**config.mk**
```make
export PLATFORM = sky130hd
export DESIGN_NAME = updown_sweep_ctrl
export DESIGN_NICKNAME = d
export VERILOG_FILES = /design/src/rtl/sweep_pkg.sv /design/src/rtl/updown_cnt.sv /design/src/rtl/updown_sweep_ctrl.sv
export SDC_FILE = /design/constraint.sdc
export NUM_CORES = 1
export LEC_CHECK = 0
export BUFFER_PORTS_ARGS = -buffer_cell sky130_fd_sc_hd__buf_2
export CAP_MARGIN = 0
export CORE_ASPECT_RATIO = 0.75
export CORE_MARGIN = 2
export CORE_UTILIZATION = 45
export DETAILED_ROUTE_END_ITERATION = 12
export PLACE_DENSITY = 0.67
export SYNTH_ARGS = -nofsm -noshare
export SYNTH_HDL_FRONTEND = slang
export SYNTH_HIERARCHICAL = 1
export SYNTH_SLANG_ARGS = --single-unit
export TNS_END_PERCENT = 1
```
**constraint.sdc**
```tcl
create_clock -name clk -period 2.8 [get_ports clk]
set_input_delay 0.28 -clock clk [delete_from_list [all_inputs] [get_ports clk]]
set_output_delay 0.28 -clock clk [all_outputs]
set_load 0.01 [all_outputs]
```
**src/rtl/sweep_pkg.sv**
```systemverilog
// Shared types and constants for the up/down sweep sequencer.
package sweep_pkg;
  typedef enum logic [1:0] {IDLE, UP, DOWN, HOLD} sweep_state_e;

  localparam logic DIR_UP   = 1'b0;
  localparam logic DIR_DOWN = 1'b1;
  localparam int   LEG_W    = 4;
endpackage

```
**src/rtl/updown_cnt.sv**
```systemverilog
// WIDTH-bit synchronous up/down counter with parallel load; clear is active-low.
module updown_cnt
  import sweep_pkg::*;
#(
  parameter int WIDTH = 4
) (
  input  logic             clk,
  input  logic             clear,
  input  logic             en,
  input  logic             m,
  input  logic             load,
  input  logic [WIDTH-1:0] d,
  output logic [WIDTH-1:0] q
);
  logic [WIDTH-1:0] r_q;

  always_ff @(posedge clk) begin
    if (!clear) begin
      r_q <= '0;
    end else if (load) begin
      r_q <= d;
    end else if (en) begin
      r_q <= (m == DIR_DOWN) ? r_q - 1'b1 : r_q + 1'b1;
    end
  end

  assign q = r_q;
endmodule

```
**src/rtl/updown_sweep_ctrl.sv**
```systemverilog
// Sweeps an up/down counter between latched bounds for a set number of legs or continuously.
// Define SWEEP_HOLD_EN to dwell HOLD_CYCLES cycles at each intermediate turning point.
module updown_sweep_ctrl
  import sweep_pkg::*;
#(
  parameter int WIDTH       = 4,
  parameter int HOLD_CYCLES = 2
) (
  input  logic             clk,
  input  logic             clear,
  input  logic             start,
  input  logic             stop,
  input  logic [WIDTH-1:0] lo,
  input  logic [WIDTH-1:0] hi,
  input  logic [3:0]       passes,
  output logic [WIDTH-1:0] q,
  output logic             m,
  output logic             busy,
  output logic             done,
  output logic             err
);
  localparam logic [3:0] HOLD_LAST = 4'(HOLD_CYCLES - 1);

  sweep_state_e     r_state;
  logic [WIDTH-1:0] r_lo;
  logic [WIDTH-1:0] r_hi;
  logic [LEG_W-1:0] r_passes;
  logic [LEG_W-1:0] r_legs;
  logic             r_m;
  logic             r_busy;
  logic             r_done;
  logic             r_err;
`ifdef SWEEP_HOLD_EN
  logic [3:0]       r_dwell;
`else
  logic             w_unused_hold;
  assign w_unused_hold = ^HOLD_LAST;
`endif

  logic [WIDTH-1:0] w_q;
  logic [LEG_W-1:0] w_legs_next;
  logic             w_at_hi;
  logic             w_at_lo;
  logic             w_leg_end;
  logic             w_final;
  logic             w_start_ok;
  logic             w_cnt_en;
  logic             w_cnt_dir;
  logic             w_cnt_load;

  assign w_at_hi     = (w_q == r_hi);
  assign w_at_lo     = (w_q == r_lo);
  assign w_leg_end   = ((r_state == UP) && w_at_hi) || ((r_state == DOWN) && w_at_lo);
  assign w_legs_next = r_legs + 1'b1;
  assign w_final     = w_leg_end && (r_passes != '0) && (w_legs_next == r_passes);
  assign w_start_ok  = (r_state == IDLE) && start && !stop && (lo < hi);

  // Counter controls: a turn steps away from the endpoint on the same edge m toggles.
  always_comb begin
    w_cnt_en   = 1'b0;
    w_cnt_dir  = r_m;
    w_cnt_load = 1'b0;
    if (clear) begin
      if (w_start_ok) begin
        w_cnt_load = 1'b1;
      end else if (!stop) begin
        case (r_state)
          UP: begin
            if (!w_at_hi) begin
              w_cnt_en  = 1'b1;
              w_cnt_dir = DIR_UP;
            end
`ifndef SWEEP_HOLD_EN
            else if (!w_final) begin
              w_cnt_en  = 1'b1;
              w_cnt_dir = DIR_DOWN;
            end
`endif
          end
          DOWN: begin
            if (!w_at_lo) begin
              w_cnt_en  = 1'b1;
              w_cnt_dir = DIR_DOWN;
            end
`ifndef SWEEP_HOLD_EN
            else if (!w_final) begin
              w_cnt_en  = 1'b1;
              w_cnt_dir = DIR_UP;
            end
`endif
          end
`ifdef SWEEP_HOLD_EN
          HOLD: begin
            if (r_dwell == '0) begin
              w_cnt_en  = 1'b1;
              w_cnt_dir = ~r_m;
            end
          end
`endif
          default: ;
        endcase
      end
    end
  end

  updown_cnt #(.WIDTH(WIDTH)) u_cnt (
    .clk   (clk),
    .clear (clear),
    .en    (w_cnt_en),
    .m     (w_cnt_dir),
    .load  (w_cnt_load),
    .d     (lo),
    .q     (w_q)
  );

  always_ff @(posedge clk) begin
    if (!clear) begin
      r_state  <= IDLE;
      r_lo     <= '0;
      r_hi     <= '0;
      r_passes <= '0;
      r_legs   <= '0;
      r_m      <= DIR_UP;
      r_busy   <= 1'b0;
      r_done   <= 1'b0;
      r_err    <= 1'b0;
`ifdef SWEEP_HOLD_EN
      r_dwell  <= '0;
`endif
    end else begin
      r_done <= 1'b0;
      r_err  <= 1'b0;
      if ((r_state != IDLE) && stop) begin
        r_state <= IDLE;
        r_busy  <= 1'b0;
      end else begin
        case (r_state)
          IDLE: begin
            if (start && !stop) begin
              if (lo < hi) begin
                r_lo     <= lo;
                r_hi     <= hi;
                r_passes <= passes;
                r_legs   <= '0;
                r_m      <= DIR_UP;
                r_busy   <= 1'b1;
                r_state  <= UP;
              end else begin
                r_err <= 1'b1;
              end
            end
          end
          UP, DOWN: begin
            if (w_leg_end) begin
              r_legs <= w_legs_next;
              if (w_final) begin
                r_state <= IDLE;
                r_busy  <= 1'b0;
                r_done  <= 1'b1;
              end else begin
`ifdef SWEEP_HOLD_EN
                r_state <= HOLD;
                r_dwell <= HOLD_LAST;
`else
                r_m     <= ~r_m;
                r_state <= (r_state == UP) ? DOWN : UP;
`endif
              end
            end
          end
`ifdef SWEEP_HOLD_EN
          HOLD: begin
            if (r_dwell == '0) begin
              r_m     <= ~r_m;
              r_state <= (r_m == DIR_UP) ? DOWN : UP;
            end else begin
              r_dwell <= r_dwell - 1'b1;
            end
          end
`endif
          default: r_state <= IDLE;
        endcase
      end
    end
  end

  assign q    = w_q;
  assign m    = r_m;
  assign busy = r_busy;
  assign done = r_done;
  assign err  = r_err;
endmodule

```
Word-level counts from Yosys, hierarchy flattened
Index checks and enable logic that the tools add are counted.

word-level totals
  register bits after elaboration = 26
  input port bits = 16
  logic and storage cells = 98

cells by class
  $add $sub $neg = 3
  $lt $le $gt $ge = 1
  equal/unequal tests = 10
  muxes and demuxes = 42
  bitwise operators = 7
  reductions and logical operators = 25

operators by type and width
  kind                                              count
  two-way mux 1 bit                                 25
  two-way mux 4 bit                                 6
  == test 4 bit                                     3
  two-way mux 2 bit                                 5
  AND reduction 5 bit                               2
  logical AND 1 bit                                 9
  adder 4 x 1 -> 4 bit, second input constant       2
  one-hot mux 1 bit (2 select lines)                4
  one-hot mux 4 bit (2 select lines)                1
  OR reduction 4 bit                                2
  inverter 1 bit                                    7
  != test 2 bit, second input constant              3
  AND reduction 6 bit                               1
  nonzero test 2 bit                                3
  less-than comparator 4 bit                        1
  != test 2 x 1 -> 1 bit, second input constant     2
  one-hot mux 2 bit (2 select lines)                1
  AND reduction 4 bit                               1
  nonzero test 4 bit                                1
  OR reduction 2 bit                                2
  subtractor 4 x 1 -> 4 bit, second input constant  1
  AND reduction 3 bit                               1
  == test 2 x 1 -> 1 bit, second input constant     1
  == test 2 bit, second input constant              1
  other kinds (3)                                   3

Longest topological paths before layout
Gate-level depths: netlist of run 1.

  word-level depth = 14
  mapped depth = 13
  depth with buffers taken out = 13

Modules after synthesis
Netlist of run 1, hierarchy kept.

by module, submodules not included
  module             times used  cells each  area each (µm²)  sequential area each (µm²)
  updown_sweep_ctrl  1           167         1441.4           440.4
  updown_cnt         1           34          302.8            80.1

Worst setup path after synthesis of run 1
Ideal clock, no wire load.

  path type = flip-flop to flip-flop
  start point = register r_state[0]
  end point = register u_cnt.r_q[2] (netlist: u_cnt/q[2])
  library setup time = 121 ps
  arrival time = 2619 ps
  required time = 2679 ps
  path slack = 60 ps
  cell stages (with the launch flop) = 14
  path buffers = 0
  clock period less this slack = 2740 ps
  cell sequence = dfxtp_1 -> inv_1 -> ha_1 -> inv_1 -> nor2_1 -> o211ai_1 -> and4b_1 -> a21boi_0 -> o32ai_1 -> inv_1 -> fa_1 -> xnor2_1 -> mux2i_1 -> a21oi_1

between the ends
  cells in the longest elaborated chain, start to end = 14
  elaborated cells on any way between the ends = 32
  classes of those cells = 2 x eq/ne; 20 x mux; 10 x reduce/logical

RTL lines
  item                                                     line                                              text
  start: declaration                                       updown_sweep_ctrl.sv:24                           sweep_state_e r_state;
  start signal: assignment                                 updown_sweep_ctrl.sv:166                          r_state <= (r_state == UP) ? DOWN : UP;
  == test 2 x 1 -> 1 bit or == test 2 bit (tied branches)  updown_sweep_ctrl.sv:53, updown_sweep_ctrl.sv:67
  logical AND 1 bit                                        updown_sweep_ctrl.sv:53                           assign w_leg_end = ((r_state == UP) && w_at_hi) || ((r_state == DOWN) && w_at_lo);
  logical OR 1 bit                                         updown_sweep_ctrl.sv:53
  logical AND 1 bit (2 in a row)                           updown_sweep_ctrl.sv:55                           assign w_final = w_leg_end && (r_passes != '0) && (w_legs_next == r_passes);
  two-way mux 1 bit, on equally long branches              updown_sweep_ctrl.sv:86, updown_sweep_ctrl.sv:74
  two-way mux 1 bit, on equally long branches              updown_sweep_ctrl.sv:81, updown_sweep_ctrl.sv:69
  one-hot mux 1 bit (2 select lines)                       updown_sweep_ctrl.sv:67                           case (r_state)
  two-way mux 1 bit                                        updown_sweep_ctrl.sv:66                           end else if (!stop) begin
  two-way mux 1 bit (*)                                    updown_sweep_ctrl.sv:64                           if (w_start_ok) begin
  two-way mux 1 bit (*)                                    updown_sweep_ctrl.sv:63                           if (clear) begin
  net w_cnt_dir                                            updown_sweep_ctrl.sv:48                           logic w_cnt_dir;
  two-way mux 4 bit (*)                                    updown_cnt.sv:23                                  r_q <= (m == DIR_DOWN) ? r_q - 1'b1 : r_q + 1'b1;
  two-way mux 4 bit (*)                                    updown_cnt.sv:22                                  end else if (en) begin
  two-way mux 4 bit (*)                                    updown_cnt.sv:20                                  end else if (load) begin
  end signal: assignment                                   updown_cnt.sv:23
  end: declaration                                         updown_cnt.sv:15                                  logic [WIDTH-1:0] r_q;

Mark *: on every way through the listed nets, which the timed path passes. The rest lies on a longest branch. The select of a mux whose other input is x is not followed.
A chain may end at the register's enable or synchronous reset.

Final worst setup path of run 1
  start point = register u_cnt.r_q[2] (netlist: u_cnt/q[2])
  end point = register u_cnt.r_q[3] (netlist: u_cnt/q[3])

between the ends
  cells in the longest elaborated chain, start to end = 14
  elaborated cells on any way between the ends = 28
  classes of those cells = 2 x add/sub; 2 x eq/ne; 18 x mux; 6 x reduce/logical

RTL lines
  item                                         line
  == test 4 bit, on equally long branches      updown_sweep_ctrl.sv:51, updown_sweep_ctrl.sv:52
  logical AND 1 bit                            updown_sweep_ctrl.sv:53
  logical OR 1 bit                             updown_sweep_ctrl.sv:53
  logical AND 1 bit (2 in a row)               updown_sweep_ctrl.sv:55
  two-way mux 1 bit, on equally long branches  updown_sweep_ctrl.sv:86, updown_sweep_ctrl.sv:74
  two-way mux 1 bit, on equally long branches  updown_sweep_ctrl.sv:81, updown_sweep_ctrl.sv:69
  one-hot mux 1 bit (2 select lines) (*)       updown_sweep_ctrl.sv:67
  two-way mux 1 bit (*)                        updown_sweep_ctrl.sv:66
  two-way mux 1 bit (*)                        updown_sweep_ctrl.sv:64
  two-way mux 1 bit (*)                        updown_sweep_ctrl.sv:63
  net w_cnt_dir                                updown_sweep_ctrl.sv:48
  two-way mux 4 bit (*)                        updown_cnt.sv:23
  two-way mux 4 bit (*)                        updown_cnt.sv:22
  two-way mux 4 bit (*)                        updown_cnt.sv:20

Marks and branches as above.

==> metrics.md, run 1 <==
| Metric | Value |
|---|---|
| Fillers | 357 |
| Iter 0 DRT Violations | 90 |
| Synth area leaders | dfxtp_1 (30%), ha_1 (7.2%), nand2_1 (7.1%) |
| Critical Path Start Type | flip-flop |
| Synth Area in XOR/XNOR | 0.0854 |
| Internal power | 799 uW |
| RSZ-0062 raised after global routing | true |
| Post-synthesis mux area share | 0.0172 |
| WL final | 4120 um |
| Post-synthesis cell type count | 54 |
| P_sw | 412 uW |
| Tcrit/Tclk final | 0.965 |
| Nets@finish | 273 |
| Buf+Inv Stages, Crit Path | 2 |
| Clock Skew | 0.00824 ns |
| Core ar. | 3680 um^2 |
| Drt via density | 5.18 |
| Initial antenna violation count | 0 |
| Clk_lat worst skew | 0.28 ns |
| Main combinational cell family by area after synthesis | compound AO/OA/AOI/OAI gates |
| CTS root buffer | clkbuf_8 |
| First-pass GRT wire length | 6900 um |
| Cell area after synthesis | 1740 um^2 |
| Die height | 57.9 um |
| Synth Area in Simple Gates | 0.218 |
| Inserted Diodes | 0 |
| Post-Route Setup TNS | 0 ns |
| Via count | 1538 |
| Gr ovfl total | 0 |
| Port Buffers | 23 |
| Total GRT Usage | 0.207 |
| # clock sinks | 26 |
| Area of the multi-input gates | 1130 um^2 |
| Dpl hpwl | 3060 um |
| Post-synth top area cell | dfxtp_1 |
| Status | finished clean |
| Delay-heaviest family, CP | compound AO/OA/AOI/OAI gates |
| CTS tree | built |
| Utilization after layout | 0.583 |
| Compound-gate portion of the synthesized area | 0.238 |
| CP required | 2.97 ns |
| Yosys top cell area share | 0.298 |
| Max Slew Vio Count | 0 |
| Crit path cell chain | buf_4 -> xnor2_1 -> nand4_1 -> o2bb2a_4 -> buf_4 -> nor3_1 -> o32ai_2 -> ha_1 -> a21oi_1 -> a211o_1 -> o221ai_2 |
| Final instance area | 2150 um^2 |
| Initial Util | 0.473 |
| Clk buf depth | 2 |
| Mean Syn Cell Area | 8.68 um^2 |
| H-tree depth | 1 |
| Fmax | 370 MHz |
| Worst hold margin | 0.242 ns |
| # DRC | 0 |
| Fin. Hold Viols | 0 |
| Gpl congestion | 0.839 |
| 1st-pass router iterations | 4 |
| Worst EP arrival | 2.87 ns |
| I/O pins | 24 |
| Syn Inst Count | 201 |
| Most used DFF post-synth | dfxtp_1 |
| Row cnt | 19 |
| Post-detailed-route count of antenna-violating nets | 0 |
| Yosys reg bits | 26 |
| Net Sw Frac | 0.340 |
| Power per cell area | 564 nW/um^2 |
| Max incr delay on CP | 0.44 ns |
| Worst min-delay path category | input pin to flip-flop |
| Final setup viols | 0 |
| Placed instance area | 2030 um^2 |
| Worst Max-Slew Pin Slew | 0.581 ns |
| Number of global-route vias before repair | 1444 |
| Layout cells sized above 1 | 0.286 |
| Overall power | 1.21 mW |
| Part of the power in registers | 0.346 |
| Syn_nets | 228 |
| EDFF count, synth | 0 |
| Synth warn | 6 |
| Reg clk slew, reported paths | 0.10 ns |
| Max VDD drop | 0.000408 V |
| Max-Cap Viols | 0 |
| Gate power share | 0.389 |
| Critical path class | flip-flop to flip-flop |
| CTS Buf Count | 3 |
| Worst-path maximum fanout | 7 |
| Area grow syn2layout | 23.1% |
| Crit end category | flip-flop |
| Slowest CP cell | dfxtp_1 |
| FF/Latch Area | 523 um^2 |
| Wire length per cell | 13.9 um |
| Async SR Flop Fraction | 0 |
| Clock power share | 0.264 |
| Largest net degree at the start of global routing | 28 |
| Seq/Total Area, Yosys | 0.298 |
| DIE WIDTH | 75.9 um |
| Hold Buf Count CTS | 0 |
| Slew headroom | 0.609 |
| Adder-cell area share of the yosys netlist | 0.0832 |
| Lkg Pwr | 0.951 nW |
| CP most frequent cell | buf_4 |
| Crit path time final | 2.70 ns |
| Die ar. | 4400 um^2 |
## synth_stat cells (all sizes together) (2+ instances only)
cell / instances
o211ai: 3
nand2: 34
clkbuf: 4
nand4: 3
a211oi: 2
nand3: 3
o21ai: 9
xnor2: 10
buf: 3
and3b: 2
o21a: 5
a21oi: 6
nor3: 3
nor2: 5
ha: 10
inv: 16
dfxtp: 26
nand2b: 2
xor2: 7
and3: 4
mux2i: 3
a21boi: 20
and2: 2
and4b: 2
## power by group through the flow
| stage | logic, mW | registers (mW) | clock network (mW) |
|---|---|---|---|
| global placement | 0.424 | 0.425 | 0 |
| finish | 0.472 | 0.420 | 0.320 |
| global route | 0.517 | 0.423 | 0.348 |
| detailed placement | 0.431 | 0.426 | 0 |
| floorplan | 0.290 | 0.427 | 0 |
| CTS | 0.436 | 0.417 | 0.329 |
## routing by layer
layer / wire length [um] / track usage
met5: 0 / 0
met2: 1720 / 0.292
met1: 2210 / 0.326
met4: 31 / 0.0401
met3: 164 / 0.0383
## cell usage in the layout (no fill, tap or decap), types with 2 or more instances in the layout
master	n
nand2_1	33
dfxtp_1	24
buf_4	24
buf_2	23
inv_1	16
a21boi_0	14
xnor2_1	10
ha_1	10
o21ai_0	7
xor2_1	7
a21oi_1	6
a21boi_1	6
o21a_1	5
and3_1	4
nor2_1	3
o211ai_1	3
nand4_1	3
mux2i_1	3
clkbuf_8	3
nand2b_1	2
nor3_2	2
and4b_1	2
nand3_2	2
nor2_4	2
o21ai_1	2
dfxtp_2	2
## layout make-up
| type | instances | area share |
|---|---|---|
| Tap cell | 52 | 0.0303 |
| Inverter | 16 | 0.0280 |
| Multi-Input combinational cell | 152 | 0.527 |
| Sequential cell | 26 | 0.244 |
| Clock buffer | 3 | 0.0192 |
| Clock inverter | 1 | 0.0140 |
| Timing Repair Buffer | 47 | 0.138 |
## path summary, 6_finish.rpt
kind | start | to | slack (ns) | depth (start not counted)
max reg2reg | u_cnt/q[2] | u_cnt/q[3] | 0.1 | 11
max | u_cnt/q[2] | u_cnt/q[3] | 0.1 | 11
min reg2reg | r_hi[1] | r_hi[1] | 0.47 | 2
min | passes[0] | r_passes[0] | 0.24 | 3
## what timing repair did
item | in CTS | in global routing
buffers inserted | 0 | 4
setup endpoints to repair | 3 | 3
resized for setup | 1 | 3
hold endpoints to repair | 0 | 0
pin swaps | 0 | 2
## worst register-to-register path, stage by stage, from the launching register on
cell and delay (ns):
dfxtp_1 0.44, buf_4 0.17, xnor2_1 0.11, nand4_1 0.21, o2bb2a_4 0.30, buf_4 0.18
nor3_1 0.23, o32ai_2 0.16, ha_1 0.35, a21oi_1 0.22, a211o_1 0.17, o221ai_2 0.08
## kinds of logic after synthesis
group	Yosys count
and+or+nand+nor	66
AOI/OAI and AO/OA	55
DFF	26
buffers and inverters	23
xor gates and xnor gates	17
adders and majority gates	11
muxes	3
## per-stage QoR
stage	worst slack, ns	cells
floorplan	0.0598	201
global placement	-0.000569	289
detailed placement	-0.0960	289
CTS	0.0866	293
global route	-0.0433	297
finish	0.0991	297
## state kept, by name, summed over array words and instances, names as in the netlist
name	flops
r_hi	4
r_legs	4
r_lo	4
r_passes	4
u_cnt/q	4
r_state	2
busy	1
done	1
err	1
m	1
Power figures use the tool's default switching activity.
==> inputs of run 2 (changes only) <==
- PLACE_DENSITY: 0.67 -> 0.65
- REMOVE_ABC_BUFFERS: default -> 1
- SKIP_CTS_REPAIR_TIMING: default -> 1
- clock period: 2.8 -> 2.85 ns (I/O delays scaled with it)
==> run 2 against run 1 <==
  * Clock skew shrank 0.0045 ns
  * Maximum frequency grew 0.45%
  * Clock-buffer cell count is the same
  * Wire length shrank 4.1%
  * Cell count shrank 4.0%
  * Core utilization shrank 2.5 points
  * Power shrank 6.5%
  * Die area is the same
  * Critical path type unchanged
==> metrics.md, run 2 (synthesis results as in run 1) <==
| Metric | Value |
|---|---|
| Total GRT Usage | 0.200 (-0.00658) |
| H-tree depth | 1 (unchanged) |
| Number of global-route vias before repair | 1451 (+0.48%) |
| # DRC | 0 (unchanged) |
| First-pass GRT wire length | 6780 um (-1.8%) |
| Die ar. | 4400 um^2 (unchanged) |
| CTS Buf Count | 3 (unchanged) |
| Worst-path maximum fanout | 4 (-3) |
| Slew headroom | 0.506 (-0.103) |
| Most common cell after layout, fill and taps aside | nand2_1 |
| Placed Cells | 278 (-3.8%) |
| Clk buf depth | 2 (unchanged) |
| Row cnt | 19 (unchanged) |
| Drt via density | 5.05 (-2.4%) |
| Crit path time final | 2.69 ns (-0.0121 ns) |
| Max-Cap Viols | 0 (unchanged) |
| Max Slew Vio Count | 0 (unchanged) |
| Worst Max-Slew Pin Slew | 0.740 ns (+0.158 ns) |
| Critical Path Start Type | flip-flop |
| Dpl hpwl | 2880 um (-5.8%) |
| Worst EP arrival | 2.85 ns (-0.02 ns) |
| Max VDD drop | 0.000319 V (-22%) |
| # clock sinks | 26 (unchanged) |
| Port Buffers | 23 (unchanged) |
| Via count | 1440 (-6.4%) |
| Fin. Hold Viols | 0 (unchanged) |
| Iter 0 DRT Violations | 73 (-19%) |
| Wire length per cell | 13.9 um (-0.11%) |
| WL final | 3950 um (-4.1%) |
| Area grow syn2layout | 17.9% |
| Reg clk slew, reported paths | 0.09 ns (about the same) |
| Gr ovfl total | 0 (unchanged) |
| Lkg Pwr | 0.887 nW (-6.7%) |
| Crit end category | flip-flop |
| Initial antenna violation count | 0 (unchanged) |
| Internal power | 748 uW (-6.5%) |
| Status | finished clean |
| Fmax | 372 MHz (+0.45%) |
| Largest net degree at the start of global routing | 28 (unchanged) |
| CTS root buffer | clkbuf_8 |
| Final setup viols | 0 (unchanged) |
| CP required | 3.02 ns (+0.05 ns) |
| Clk_lat worst skew | 0.27 ns (about the same) |
| Net Sw Frac | 0.340 (about the same) |
| Inserted Diodes | 0 (unchanged) |
| 1st-pass router iterations | 4 (unchanged) |
| Clock Skew | 0.00370 ns (-0.00454 ns) |
| Layout Cells excl Fill | 285 (-4.0%) |
| Overall power | 1.13 mW (-6.5%) |
| I/O pins | 24 (unchanged) |
| Core ar. | 3680 um^2 (unchanged) |
| CTS tree | built |
| P_sw | 385 uW (-6.5%) |
| Initial Util | 0.473 (unchanged) |
| Most frequent cells in the layout | nand2_1 (33), buf_2 (23), dfxtp_1 (22) |
| Clock power share | 0.274 (+0.010) |
| Tcrit/Tclk final | 0.943 (-0.0212) |
| Post-detailed-route count of antenna-violating nets | 0 (unchanged) |
| Power per cell area | 551 nW/um^2 (-2.3%) |
| Die height | 57.9 um (unchanged) |
| Gate power share | 0.361 (-0.028) |
| Gpl congestion | 0.799 (-4.8%) |
| DIE WIDTH | 75.9 um (unchanged) |
| Nets@finish | 261 (-4.4%) |
| Part of the power in registers | 0.366 (+0.020) |
| Worst min-delay path category | input pin to flip-flop |
| Layout cells sized above 1 | 0.262 (-0.0239) |
| Critical path class | flip-flop to flip-flop |
-- run 2: routing by layer --
metal	global-route usage	wire length, um	vias up
li1	-	-	760
met1	0.307	2150	649
met2	0.287	1640	27
met3	0.0487	147	4
met4	0.0351	23	0
met5	0	0	-
-- run 2: path summary, 6_finish.rpt --
check	start	to	slack [ns]	cells after the start
hold / removal	passes[1]	r_passes[1]	0.25	3
setup reg to reg	r_state[0]	u_cnt/q[1]	0.16	14
hold reg to reg	r_lo[2]	r_lo[2]	0.47	2
setup / recovery	r_state[0]	u_cnt/q[1]	0.16	14
-- run 2: power by group through the flow --
stage | registers, mW | logic (mW) | clock network, mW
2_1_floorplan | 0.419 | 0.263 | 0
3_3_place_gp | 0.420 | 0.381 | 0
3_5_place_dp | 0.420 | 0.385 | 0
4_1_cts | 0.412 | 0.387 | 0.322
5_1_grt | 0.418 | 0.458 | 0.335
6_report | 0.414 | 0.409 | 0.310
-- run 2: final cells by class --
cell class / count / area [um^2]
Multi-Input combinational cell: 152 / 1130
Inverter: 16 / 60.1
Tap cell: 52 / 65.1
Timing Repair Buffer: 35 / 205
Sequential cell: 26 / 526
Clock inverter: 1 / 30.0
Fill cell: 362 / 1630
Clock buffer: 3 / 41.3
-- run 2: metrics by stage --
| step | setup slack, ns | TNS (ns) | utilization | hold WS, ns | cell area [um^2] |
|---|---|---|---|---|---|
| after floorplan | -0.164 | -0.365 | - | 0.402 | 1700 |
| after global placement | 0.0279 | 0 | 0.529 | 0.458 | 1950 |
| after detailed placement | -0.0356 | -0.0369 | 0.529 | 0.460 | 1950 |
| after CTS | 0.0513 | 0 | 0.548 | 0.244 | 2020 |
| after global routing | -0.0291 | -0.0501 | 0.558 | 0.251 | 2060 |
| final | 0.161 | 0 | 0.558 | 0.250 | 2060 |
-- run 2: worst max-delay path, stage by stage (launching register included) --
cell and delay [ns]:
dfxtp_2 0.35, inv_1 0.08, ha_1 0.16, inv_1 0.10, nor2_2 0.13, o211ai_1 0.13
and4b_2 0.27, a21boi_0 0.12, o32ai_1 0.24, buf_4 0.18, inv_1 0.05, fa_1 0.47
nand2_1 0.06, o211ai_1 0.13, a21boi_0 0.10
==> inputs of run 3 (changes only) <==
- CORE_ASPECT_RATIO: 0.75 -> 1.25
- SYNTH_HIERARCHICAL: 1 -> default
==> run 3 against run 2 <==
  * Die area is 0.38% lower
  * Critical path type unchanged
  * Largest power group is now combinational cells
  * Sequential power hardly changed
  * Wire length is 2.5% higher
  * Via count is 6.9% higher
  * Sequential share of layout area is 0.91 points lower
  * Global-route usage is 0.53 points higher
==> metrics.md, run 3 <==
| Metric | Value |
|---|---|
| Critical path class | flip-flop to flip-flop |
| Count leader, synth | nand2_1 |
| First-pass GRT wire length | 6870 um (+1.4%) |
| Core ar. | 3750 um^2 (+1.9%) |
| Synth area leaders | dfxtp_1 (30%), ha_1 (7.2%), nand2_1 (7.1%) |
| Gate power share | 0.417 (+0.056) |
| Final setup viols | 0 (unchanged) |
| Worst hold margin | 0.247 ns (-0.00271 ns) |
| Commonest cells in the netlist | nand2_1 (33), dfxtp_1 (26), a21boi_0 (12) |
| DIE WIDTH | 59.6 um (-21%) |
| Lkg Pwr | 0.903 nW (+1.8%) |
| Nets@finish | 270 (+3.4%) |
| Part of the power in registers | 0.387 (+0.021) |
| Die height | 73.5 um (+27%) |
| Slowest CP cell | dfxtp_2 |
| Mean Syn Cell Area | 8.56 um^2 (-1.3%) |
| Initial antenna violation count | 0 (unchanged) |
| CP most frequent cell | a21o_1 |
| WL final | 4050 um (+2.5%) |
| Crit path time final | 2.70 ns (+0.0157 ns) |
| Post-synthesis cell type count | 54 (unchanged) |
| Reg-to-reg setup timing slack | 0.15 ns (-0.02 ns) |
| Via count | 1539 (+6.9%) |
| Iter 0 DRT Violations | 51 (-30%) |
| Power per cell area | 504 nW/um^2 (-8.5%) |
| I/O pins | 24 (unchanged) |
| Tcrit/Tclk final | 0.949 (+0.00550) |
| Crit path cell chain | inv_2 -> ha_4 -> nand3b_1 -> a21o_1 -> o21ba_4 -> a211o_1 -> nand2_2 -> ha_4 -> a21o_1 -> a21o_1 -> nor3_1 -> nand3_1 -> o2111ai_1 -> nor3_1 |
| # clock sinks | 26 (unchanged) |
| Inserted Diodes | 0 (unchanged) |
| Worst reg2reg endpoint | u_cnt.q[3] |
| CTS tree | built |
| Worst min-delay path category | input pin to flip-flop |
| # DRC | 0 (unchanged) |
| Worst Max-Slew Pin Slew | 0.536 ns (-0.203 ns) |
| 1st-pass router iterations | 4 (unchanged) |
| Dpl hpwl | 3030 um (+5.1%) |
| P_sw | 387 uW (+0.48%) |
| Fmax | 370 MHz (-0.58%) |
| Net Sw Frac | 0.359 (+0.0192) |
| Most used DFF post-synth | dfxtp_1 |
| Status | finished clean |
| Seq/Total Area, Yosys | 0.299 (+0.00107) |
| CTS root buffer | clkbuf_8 |
| Worst Min Path Start | passes[1] |
| Worst hold path cell count | 3 (unchanged) |
| Async SR Flop Fraction | 0 (unchanged) |
| Clock Skew | 0.00212 ns (-0.00158 ns) |
| Reg clk slew, reported paths | 0.09 ns (about the same) |
| Total GRT Usage | 0.205 (+0.00529) |
| CTS Buf Count | 3 (unchanged) |
| Clk_lat worst skew | 0.27 ns (about the same) |
| Max Slew Vio Count | 0 (unchanged) |
| Overall power | 1.08 mW (-4.9%) |
| Area grow syn2layout | 23.0% |
| Worst EP arrival | 2.88 ns (+0.03 ns) |
| Synth warn | 0 (-6) |
| Yosys top cell area share | 0.299 (+0.00107) |
| H-tree depth | 1 (unchanged) |
| EDFF count, synth | 0 (unchanged) |
| Drt via density | 5.48 (+8.4%) |
| Critical Path Start Type | flip-flop |
| Slew headroom | 0.639 (+0.133) |
| Post-Route Setup TNS | 0 ns (unchanged) |
| Most common cell after layout, fill and taps aside | nand2_1 |
| Reg-to-Reg Start | r_state[1] |
| Largest net degree at the start of global routing | 24 (-14%) |
| Gr ovfl total | 0 (unchanged) |
| Layout cells sized above 1 | 0.290 (+0.0287) |
| Initial Util | 0.463 (-0.0103) |
| Gpl congestion | 0.859 (+7.6%) |
| Clock power share | 0.196 (-0.078) |
| Crit end category | flip-flop |
| Yosys reg bits | 26 (unchanged) |
| Port Buffers | 23 (unchanged) |
| Hold endpoint | r_passes[1] |
| Syn Inst Count | 203 (+1.0%) |
| Most frequent cells in the layout | nand2_1 (32), dfxtp_1 (23), buf_2 (23) |
| Clk buf depth | 2 (unchanged) |
| Internal power | 690 uW (-7.7%) |
| Post-synth top area cell | dfxtp_1 |
| CP required | 3.02 ns (about the same) |
| Max-Cap Viols | 0 (unchanged) |
| RSZ-0062 raised after global routing | true |
| Max VDD drop | 0.000231 V (-28%) |
| Number of global-route vias before repair | 1531 (+5.5%) |
| Die ar. | 4380 um^2 (-0.38%) |
| Cell area after synthesis | 1740 um^2 (-0.36%) |
| Fin. Hold Viols | 0 (unchanged) |
| Max incr delay on CP | 0.36 ns (-0.11 ns) |
| Worst reg-to-reg path cell count | 14 (unchanged) |
| Worst-path maximum fanout | 3 (-1) |
| Row cnt | 25 (+6) |
| Post-detailed-route count of antenna-violating nets | 0 (unchanged) |
| Wire length per cell | 14.4 um (+4.0%) |
## run 3: changes by cell type after synthesis, sizes merged, moves of 4 or more
cell / delta
a21o: +4
inv: -7
nor3: +5
a21boi: -4
## run 3: worst max-delay path by stage
| stage | start | depth (start not counted) | slack [ns] | end |
|---|---|---|---|---|
| floorplan | r_state[0] | 14 | -0.05 | u_cnt.q[3] |
| global placement | r_legs[0] | 13 | 0.07 | u_cnt.q[3] |
| CTS | r_state[0] | 14 | -0.04 | u_cnt.q[3] |
| global route | r_state[0] | 14 | -0.02 | u_cnt.q[3] |
| detailed placement | hi[1] | 15 | 0.04 | u_cnt.q[3] |
| finish | r_state[1] | 14 | 0.15 | u_cnt.q[3] |
## run 3: area by class of cell
| type | count | area (um^2) |
|---|---|---|
| fill | 362 | 1620 |
| multi-input combinational | 161 | 1220 |
| sequential | 26 | 527 |
| timing repair buffer | 42 | 258 |
| tap | 40 | 50.0 |
| clock buffer | 3 | 41.3 |
| inverter | 9 | 36.3 |
## run 3: power by group through the flow
stage	registers [mW]	logic, mW	clock network (mW)
after floorplan	0.423	0.270	0
after global placement	0.419	0.417	0
after detailed placement	0.419	0.418	0
after CTS	0.410	0.421	0.222
after global routing	0.421	0.499	0.233
final	0.416	0.450	0.211
## run 3: cells by family after synthesis
group,share of synthesized area
XOR/XNOR,0.0806
multiplexers,0.0115
flip-flops,0.299
adder cells (fa/ha/maj),0.0835
buffers and inverters,0.0389
AO/OA/AOI/OAI,0.238
AND/OR/NAND/NOR,0.248
## run 3: worst max-delay path: cells and delay by family, from the launching register on
kind | cells | cell delay [ns]
buf+inv | 1 | 0.05
compound gates | 6 | 1.17
simple gates | 5 | 0.57
flops | 1 | 0.36
fa+ha+maj | 2 | 0.47
## run 3: routing by layer
metal  vias to the layer above  track usage  routed length (um)
li1                        806            -                   -
met1                       695        0.232                1790
met2                        31        0.374                2060
met3                         7       0.0352                 134
met4                         0       0.0815                  73
met5                         -            0                   0
## run 3: per-stage QoR
step                       util  cell area (um^2)  setup WS (ns)  cells
after detailed placement  0.534              2000         0.0378    277
final                     0.569              2140          0.146    281
after floorplan               -              1700        -0.0450    196
after global routing      0.569              2140        -0.0194    281
after CTS                 0.545              2050        -0.0430    280
after global placement    0.534              2000         0.0717    277
